===== config.mk =====
export PLATFORM = sky130hd
export DESIGN_NAME = guess_history
export DESIGN_NICKNAME = d
export VERILOG_FILES = /design/src/rtl/guess_history_pkg.sv /design/src/rtl/history_cursor.sv /design/src/rtl/guess_history.sv
export SDC_FILE = /design/constraint.sdc
export NUM_CORES = 1
export LEC_CHECK = 0
export CORE_MARGIN = 5
export CORE_UTILIZATION = 25
export CTS_BUF_LIST = sky130_fd_sc_hd__clkbuf_8
export DETAILED_ROUTE_END_ITERATION = 12
export PLACE_DENSITY_LB_ADDON = 0.08
export SLEW_MARGIN = 20
export SYNTH_ARGS = -nofsm -noshare
export SYNTH_HDL_FRONTEND = slang
export SYNTH_HIERARCHICAL = 1
export SYNTH_SLANG_ARGS = --single-unit

===== constraint.sdc =====
create_clock -name clk -period 6.9 [get_ports clk]
set_clock_uncertainty 0.2 [all_clocks]
set_input_delay 2.07 -clock clk [delete_from_list [all_inputs] [get_ports clk]]
set_output_delay 2.07 -clock clk [all_outputs]
set_load 0.01 [all_outputs]

===== src/rtl/guess_history_pkg.sv =====
// Shared widths and the history-entry layout for the code-breaking game datapath.
package game_pkg;

  localparam int PEGS_DEF  = 4;
  localparam int PEG_W_DEF = 3;
  localparam int DEPTH_DEF = 8;

  function automatic int score_w(input int pegs);
    return $clog2(pegs + 1);
  endfunction

  localparam int SCORE_W_DEF = score_w(PEGS_DEF);

  // Default-width entry as seen by the scoring logic and the display driver.
  typedef struct packed {
    logic [PEGS_DEF*PEG_W_DEF-1:0] guess;
    logic [SCORE_W_DEF-1:0]        black;
    logic [SCORE_W_DEF-1:0]        white;
  } hist_entry_t;

endpackage


===== src/rtl/history_cursor.sv =====
// Selected-turn cursor: saturating browse stepping, realignment on mode change, new-game clear.
module history_cursor #(
  parameter int TURN_W = 3,
  parameter int CNT_W  = 4
) (
  input  logic              clk,
  input  logic              rst_n,
  input  logic              new_game,
  input  logic              store_ok,
  input  logic              mode,
  input  logic              btn_up,
  input  logic              btn_down,
  input  logic [CNT_W-1:0]  count,
  output logic [TURN_W-1:0] sel_turn,
  output logic [TURN_W-1:0] sel_turn_nxt
);

  logic              mode_q;
  logic [TURN_W-1:0] latest;

  always_ff @(posedge clk or negedge rst_n) begin
    if (!rst_n) begin
      sel_turn <= '0;
      mode_q   <= 1'b0;
    end else begin
      sel_turn <= sel_turn_nxt;
      mode_q   <= mode;
    end
  end

  always_comb begin
    latest       = (count == '0) ? '0 : TURN_W'(count - CNT_W'(1));
    sel_turn_nxt = sel_turn;
    if (new_game) begin
      sel_turn_nxt = '0;
    end else if (store_ok) begin
      // Accepted stores never happen when full, so the old count fits in TURN_W.
      sel_turn_nxt = TURN_W'(count);
    end else if (mode != mode_q) begin
      sel_turn_nxt = latest;
    end else if (mode && (count != '0)) begin
      if (btn_up && !btn_down && (sel_turn != latest))
        sel_turn_nxt = sel_turn + TURN_W'(1);
      else if (btn_down && !btn_up && (sel_turn != '0))
        sel_turn_nxt = sel_turn - TURN_W'(1);
    end
  end

endmodule


===== src/rtl/guess_history.sv =====
// Turn-history buffer: stores guesses with scores, exposes a registered view of the selected turn.
module guess_history
  import game_pkg::*;
#(
  parameter  int PEGS    = PEGS_DEF,
  parameter  int PEG_W   = PEG_W_DEF,
  parameter  int DEPTH   = DEPTH_DEF,
  localparam int TURN_W  = $clog2(DEPTH),
  localparam int CNT_W   = $clog2(DEPTH + 1),
  localparam int SCORE_W = score_w(PEGS),
  localparam int GUESS_W = PEGS * PEG_W
) (
  input  logic               clk,
  input  logic               rst_n,
  input  logic               mode,
  input  logic               new_game,
  input  logic               store,
  input  logic [GUESS_W-1:0] guess,
  input  logic [SCORE_W-1:0] score_black,
  input  logic [SCORE_W-1:0] score_white,
  input  logic               btn_up,
  input  logic               btn_down,
  output logic [GUESS_W-1:0] sel_guess,
  output logic [SCORE_W-1:0] sel_black,
  output logic [SCORE_W-1:0] sel_white,
  output logic [TURN_W-1:0]  sel_turn,
  output logic [CNT_W-1:0]   count,
  output logic               last_turn,
  output logic               full,
  output logic               drop
);

  typedef struct packed {
    logic [GUESS_W-1:0] guess;
    logic [SCORE_W-1:0] black;
    logic [SCORE_W-1:0] white;
  } entry_t;

  entry_t            mem [DEPTH];
  entry_t            sel_q;
  entry_t            wr_entry;
  logic              store_ok;
  logic [CNT_W-1:0]  count_nxt;
  logic [TURN_W-1:0] sel_turn_nxt;

  assign full      = (count == CNT_W'(DEPTH));
  assign last_turn = (count == CNT_W'(DEPTH - 1));
  assign store_ok  = store && !mode && !full && !new_game;
  assign wr_entry  = '{guess: guess, black: score_black, white: score_white};

  always_comb begin
    count_nxt = count;
    if (new_game)      count_nxt = '0;
    else if (store_ok) count_nxt = count + CNT_W'(1);
  end

  history_cursor #(
    .TURN_W (TURN_W),
    .CNT_W  (CNT_W)
  ) u_cursor (
    .clk          (clk),
    .rst_n        (rst_n),
    .new_game     (new_game),
    .store_ok     (store_ok),
    .mode         (mode),
    .btn_up       (btn_up),
    .btn_down     (btn_down),
    .count        (count),
    .sel_turn     (sel_turn),
    .sel_turn_nxt (sel_turn_nxt)
  );

  always_ff @(posedge clk) begin
    if (store_ok) mem[TURN_W'(count)] <= wr_entry;
  end

  // Output view is loaded from next-state so it lines up with count/sel_turn; stores bypass the array.
  always_ff @(posedge clk or negedge rst_n) begin
    if (!rst_n) begin
      count <= '0;
      drop  <= 1'b0;
      sel_q <= '0;
    end else begin
      count <= count_nxt;
      if (new_game)                     drop <= 1'b0;
      else if (store && !mode && full)  drop <= 1'b1;
      if (new_game || (count_nxt == '0)) sel_q <= '0;
      else if (store_ok)                 sel_q <= wr_entry;
      else                               sel_q <= mem[sel_turn_nxt];
    end
  end

  assign sel_guess = sel_q.guess;
  assign sel_black = sel_q.black;
  assign sel_white = sel_q.white;

endmodule

# Word level (Yosys, flattened, before mapping)
# Memories as Yosys holds them, arrays and structs flattened.
# Index checks and enable logic that the tools add are counted.
[classes] reduce_logical=20 mux=15 eq_ne=4 add_sub_neg=4
[ops] operator="18-bit two-way mux" count=2
[ops] operator="3-bit two-way mux" count=7
[ops] operator="1-bit logical AND" count=9
[ops] operator="4-bit logical NOT" count=2
[ops] operator="4-bit two-way mux" count=2
[ops] operator="3-bit by 1-bit subtractor with 3-bit output, second input constant" count=2
[ops] operator="1-bit logical NOT" count=5
[ops] operator="4-bit by 1-bit adder with 4-bit output, second input constant" count=1
[ops] operator="4-bit by 3-bit == test with 1-bit output, second input constant" count=1
[ops] operator="4-bit == test, second input constant" count=1
[ops] operator="1-bit two-way mux" count=4
[ops] operator="4-bit nonzero test" count=1
[ops] operator="3-bit by 1-bit adder with 3-bit output, second input constant" count=1
[ops] operator="3-bit inequality test" count=1
[ops] operator="3-bit nonzero test" count=1
[ops] operator="2-bit nonzero test" count=1
[ops] operator="1-bit logical OR" count=1
[ops] operator="1-bit inequality test" count=1
[totals] wordCells=51 n_memories=1 register_bits=27 out_inout_bits=28 inputBits=25 ramBits=144
[mem_list] name="mem" words=8 width=18 read_ports=1 rd_ports_with_merged_regs=0 wr=1 line_no="guess_history.sv:39" source="entry_t mem [DEPTH];"

# Depth between registers and ports, before layout
# An unclocked memory read counts as a cell.
[depth] depth_word=12 ltp_mapped=17 mapped_depth_nobuf=12

# Cells and area by module
# Netlist, hierarchy kept.
[modules_own_cells] mod="guess_history" n_inst=1 cells_per_inst=320 area_each_um2=6692.7 seq_area_each_um2=4899.7
[modules_own_cells] mod="history_cursor" n_inst=1 cells_per_inst=74 area_each_um2=643.1 seq_area_each_um2=100.1

# Least setup slack after synthesis
# Ideal clock, no wire load.
[synth_path] path_kind="input port to flip-flop" start="input port mode" end="memory mem[0][0] (netlist bit), enable pin" path_stages=4 arrival_time_ns=4.507 setup_slack_ns=1.753 setup_time_ns=0.439 path_cell_list="nor3b_2 > nand2_1 > buf_1 > nor4_1"
[synth_between] elab_chain_len=6
[synth_rtl] element="start, declared" line_no="guess_history.sv:15" source="input logic mode,"
[synth_rtl] element="1-bit logical NOT" line_no="guess_history.sv:48" source="assign store_ok = store && !mode && !full && !new_game;"
[synth_rtl] element="1-bit logical AND (3 in a row)" line_no="guess_history.sv:48"
[synth_rtl] element="1-bit two-way mux" line_no="guess_history.sv:74" source="if (store_ok) mem[TURN_W'(count)] <= wr_entry;"
[synth_rtl] element="1-bit two-way mux (implied by the code)" line_no="guess_history.sv:74"
[synth_rtl] element="end, declared" line_no="guess_history.sv:39"
# Every way passes these cells.

# Final worst setup path
[layout_path] start="input port mode" end="register sel_q (netlist bit sel_guess[7])"
[layout_between] elab_chain_len=9 word_cells_on_any_way=17 cone_classes="eq/ne: 1; mux: 8; reduce/logical: 7; memory: 1"
[layout_rtl] element="1-bit logical NOT" line_no="guess_history.sv:48"
[layout_rtl] element="1-bit logical AND (3 in a row)" line_no="guess_history.sv:48"
[layout_rtl] element="3-bit two-way mux (*)" line_no="history_cursor.sv:36" source="end else if (store_ok) begin"
[layout_rtl] element="3-bit two-way mux (*)" line_no="history_cursor.sv:34" source="if (new_game) begin"
[layout_rtl] element="via sel_turn_nxt[1]" line_no="guess_history.sv:44" source="logic [TURN_W-1:0] sel_turn_nxt;"
[layout_rtl] element="memory 8 x 18 bit (*)"
[layout_rtl] element="18-bit two-way mux (*)" line_no="guess_history.sv:88" source="else if (store_ok) sel_q <= wr_entry;"
[layout_rtl] element="18-bit two-way mux (*)" line_no="guess_history.sv:87" source="if (new_game || (count_nxt == '0)) sel_q <= '0;"
[layout_rtl] element="end signal, assigned" line_no="guess_history.sv:88"
[layout_rtl] element="end signal, assigned" line_no="guess_history.sv:89" source="else sel_q <= mem[sel_turn_nxt];"
[layout_rtl] element="end, declared" line_no="guess_history.sv:40" source="entry_t sel_q;"
# The timed path passes the listed nets; every way through them passes the cells marked *.
# A chain may end at the register's enable or synchronous reset.

==> flow_summary.toml <==
[floorplan]
start_util_pct = 25.4
die-area_um2 = 32900
ioPinCount = 53
num_rows = 62
dieWidth_um = 181
die_y_um = 181
core_area_um2 = 28900

[synthesis]
synth_most_common_cell = "edfxtp_1"
synthFlopType = "edfxtp_1"
avgSynthCellArea_um2 = 18.6
synthTopCellsByArea = "edfxtp_1 (59%), dfrtp_1 (9.2%), mux4_1 (6.8%), mux4_2 (5.2%), mux2i_1 (2.5%)"
synth_top_area_share_pct = 58.9
synth_commonest_cells = "edfxtp_1 (144), nor2_1 (28), dfrtp_1 (27)"
async_flop_share_pct = 15.8
synth-edff-count = 144
synth_nets = 424
ys_warn_count = 6
syn-cell-area_um2 = 7340
ys_seq_area_share_pct = 68.2
synth_seq_cells = 171
synth_top_cell_by_area = "edfxtp_1"
netlist_instances = 394
synth_cell_types = 61

[critical_path]
critPathRequiredTime_ns = 6.98
start_kind = "input port"
end_kind = "flip-flop"
cp_max_fo = 34
critPathKind = "input port to flip-flop"
worstPathArrival_ns = 5.54
reg2reg_depth = 13
r2r_start = "count[1]$_DFF_PN0_"
r2r-end = "sel_guess[7]$_DFF_PN0_"
r2r_slack_ns = 2.41

[place]
dp_hpwl_um = 9710
gp_congestion = 0.693
port_buffers = 52

[min_path]
whs_endpoint = "drop$_DFFE_PN0P_"
worstHoldPathCells = 2
worstHoldStart = "drop$_DFFE_PN0P_"
hp-class = "flip-flop to flip-flop"

[clock_tree]
cts_tree = "done"
cts_buffer_depth = 2
worstSkewPairLatency_ns = 0.44
cts_resized = 0
clkTransAtPathRegs_ns = 0.09
cts_max_level = 4
cts_setup_buffers = 0
cts_sinks = 171
cts_hold_buf = 0
cts_buffers = 17
root_buffer = "clkbuf_8"

[global_route]
grt_max_degree = 41
grt_pass1_vias = 4054
grt_first_pass_wirelength_um = 27100
use_met3_pct = 2.73
grt_usage_pct = 11.1
grt_use_met1_pct = 15.2
top_usage_layer = "met2"
grt_overflow = 0
met2_usage_pct = 18.0
antenna_found_initial = 1

[final_layout]
antenna_cells = 0
layout-drive-gt1-share_pct = 20.6
finalNetCount = 484
area_growth_pct = 19.0

[power_and_ir_drop]
p_leak_uw = 0.00277
peakVddDrop_mv = 0.0916
power.density_nw_per_um2 = 228
total_power_uw = 1990

[route]
drt_iter0_markers = 201
dr.pass1.iters = 4
drc = 0
viasPerCell = 4.57
wire_per_inst_um = 21.3
routed_wl_um = 18100
dr_total_vias = 3888
ant_nets = 0

[timing]
period_minus_slack_ns = 5.46
setup_violations = 0
fmax_mhz = 183
hold_viol_final = 0
slew_headroom_pct = 26.5
finalCritPeriodShare_pct = 79.1
rsz0062_at_grt = "no"
finalMaxSlewViolations = 0
fin_tns_setup_ns = 0
tightest_slew_ns = 1.10

[run]
drv_cap = 0

[run_status]
status = "finished, final reports clean"
state kept, by name, summed over array words and instances (netlist names):
signal and cells:
sel_white 3, drop 1, sel_black 3, u_cursor/mode_q 1, sel_guess 12, count 4
u_cursor/sel_turn 3, mem 144
layer usage:
metal  wire length, um  up-vias
met4               125        2
met1              8700     2079
met5                13        -
li1                  -     1747
met2              8800       52
met3               470        8
worst max-delay path: stages:
cell and delay (ns):
clkdlybuf4s50_1 0.64, xor2_1 0.69, a21o_1 0.21, a22oi_1 0.05, or2_2 0.31, o211ai_1 0.25, buf_12 0.35, mux4_1 0.61
mux2i_1 0.21, a2111oi_2 0.10
where the power goes:
group | switching, uW | total [uW] | internal (uW)
registers | 6.87 | 1140 | 1130
logic | 84.5 | 144 | 59.5
clock network | 382 | 711 | 329
total | 474 | 1990 | 1520
area by class of cell:
| cell class | instances | area, um^2 |
|---|---|---|
| fillers | 2889 | 20100 |
| flip-flops and latches | 171 | 5000 |
| multi-input cells | 191 | 2180 |
| repair buffers | 66 | 641 |
| well taps | 384 | 480 |
| clock buffers | 17 | 234 |
| clock inverters | 15 | 164 |
| inverters | 7 | 26.3 |
logic make-up (layout without fill, tap and decap cells):
kind of cell               count (synthesis)  in the layout  synth area share, %
buffers and inverters                     32            105                 2.95
muxes                                     54             54                 14.5
xor gates and xnor gates                   4              4                0.478
adders and majority gates                  5              5                0.853
DFF                                      171            171                 68.2
AOI/OAI and AO/OA                         56             56                 7.98
and+or+nand+nor                           72             72                 5.10
how the worst max path moves through the flow:
stage               slack [ns]  cells after the start  start                     end
floorplan                 1.75                      4   mode     mem[0][0]$_DFFE_PP_
global placement          0.98                     10   mode  sel_guess[7]$_DFF_PN0_
detailed placement        0.99                     10   mode  sel_guess[7]$_DFF_PN0_
CTS                       1.47                     10   mode  sel_guess[1]$_DFF_PN0_
global route              1.23                     10   mode  sel_guess[2]$_DFF_PN0_
finish                    1.44                     10   mode  sel_guess[7]$_DFF_PN0_
placed cells by master, fill, tap and decap left out, types with 8 or more instances in the layout:
cell and n:
edfxtp_1 144, clkdlybuf4s50_1 50, nor2_1 27, dfrtp_1 27, mux4_1 19, mux2i_1 18
mux4_2 17, clkbuf_8 17, buf_4 12, a2111oi_2 11, inv_1 8
stage by stage:
| step | setup WS [ns] | hold slack [ns] | cells | utilization (%) | instance area, um^2 |
|---|---|---|---|---|---|
| 3_5_place_dp | 0.986 | 0.301 | 819 | 28.9 | 8330 |
| 5_1_grt | 1.23 | 0.345 | 851 | 30.2 | 8730 |
| 3_3_place_gp | 0.975 | 0.293 | 819 | 28.9 | 8330 |
| 4_1_cts | 1.47 | 0.323 | 851 | 30.2 | 8730 |
| 6_report | 1.44 | 0.314 | 851 | 30.2 | 8730 |
| 2_1_floorplan | 1.75 | 0.329 | 394 | - | 7340 |
Power figures use the tool's default switching activity.
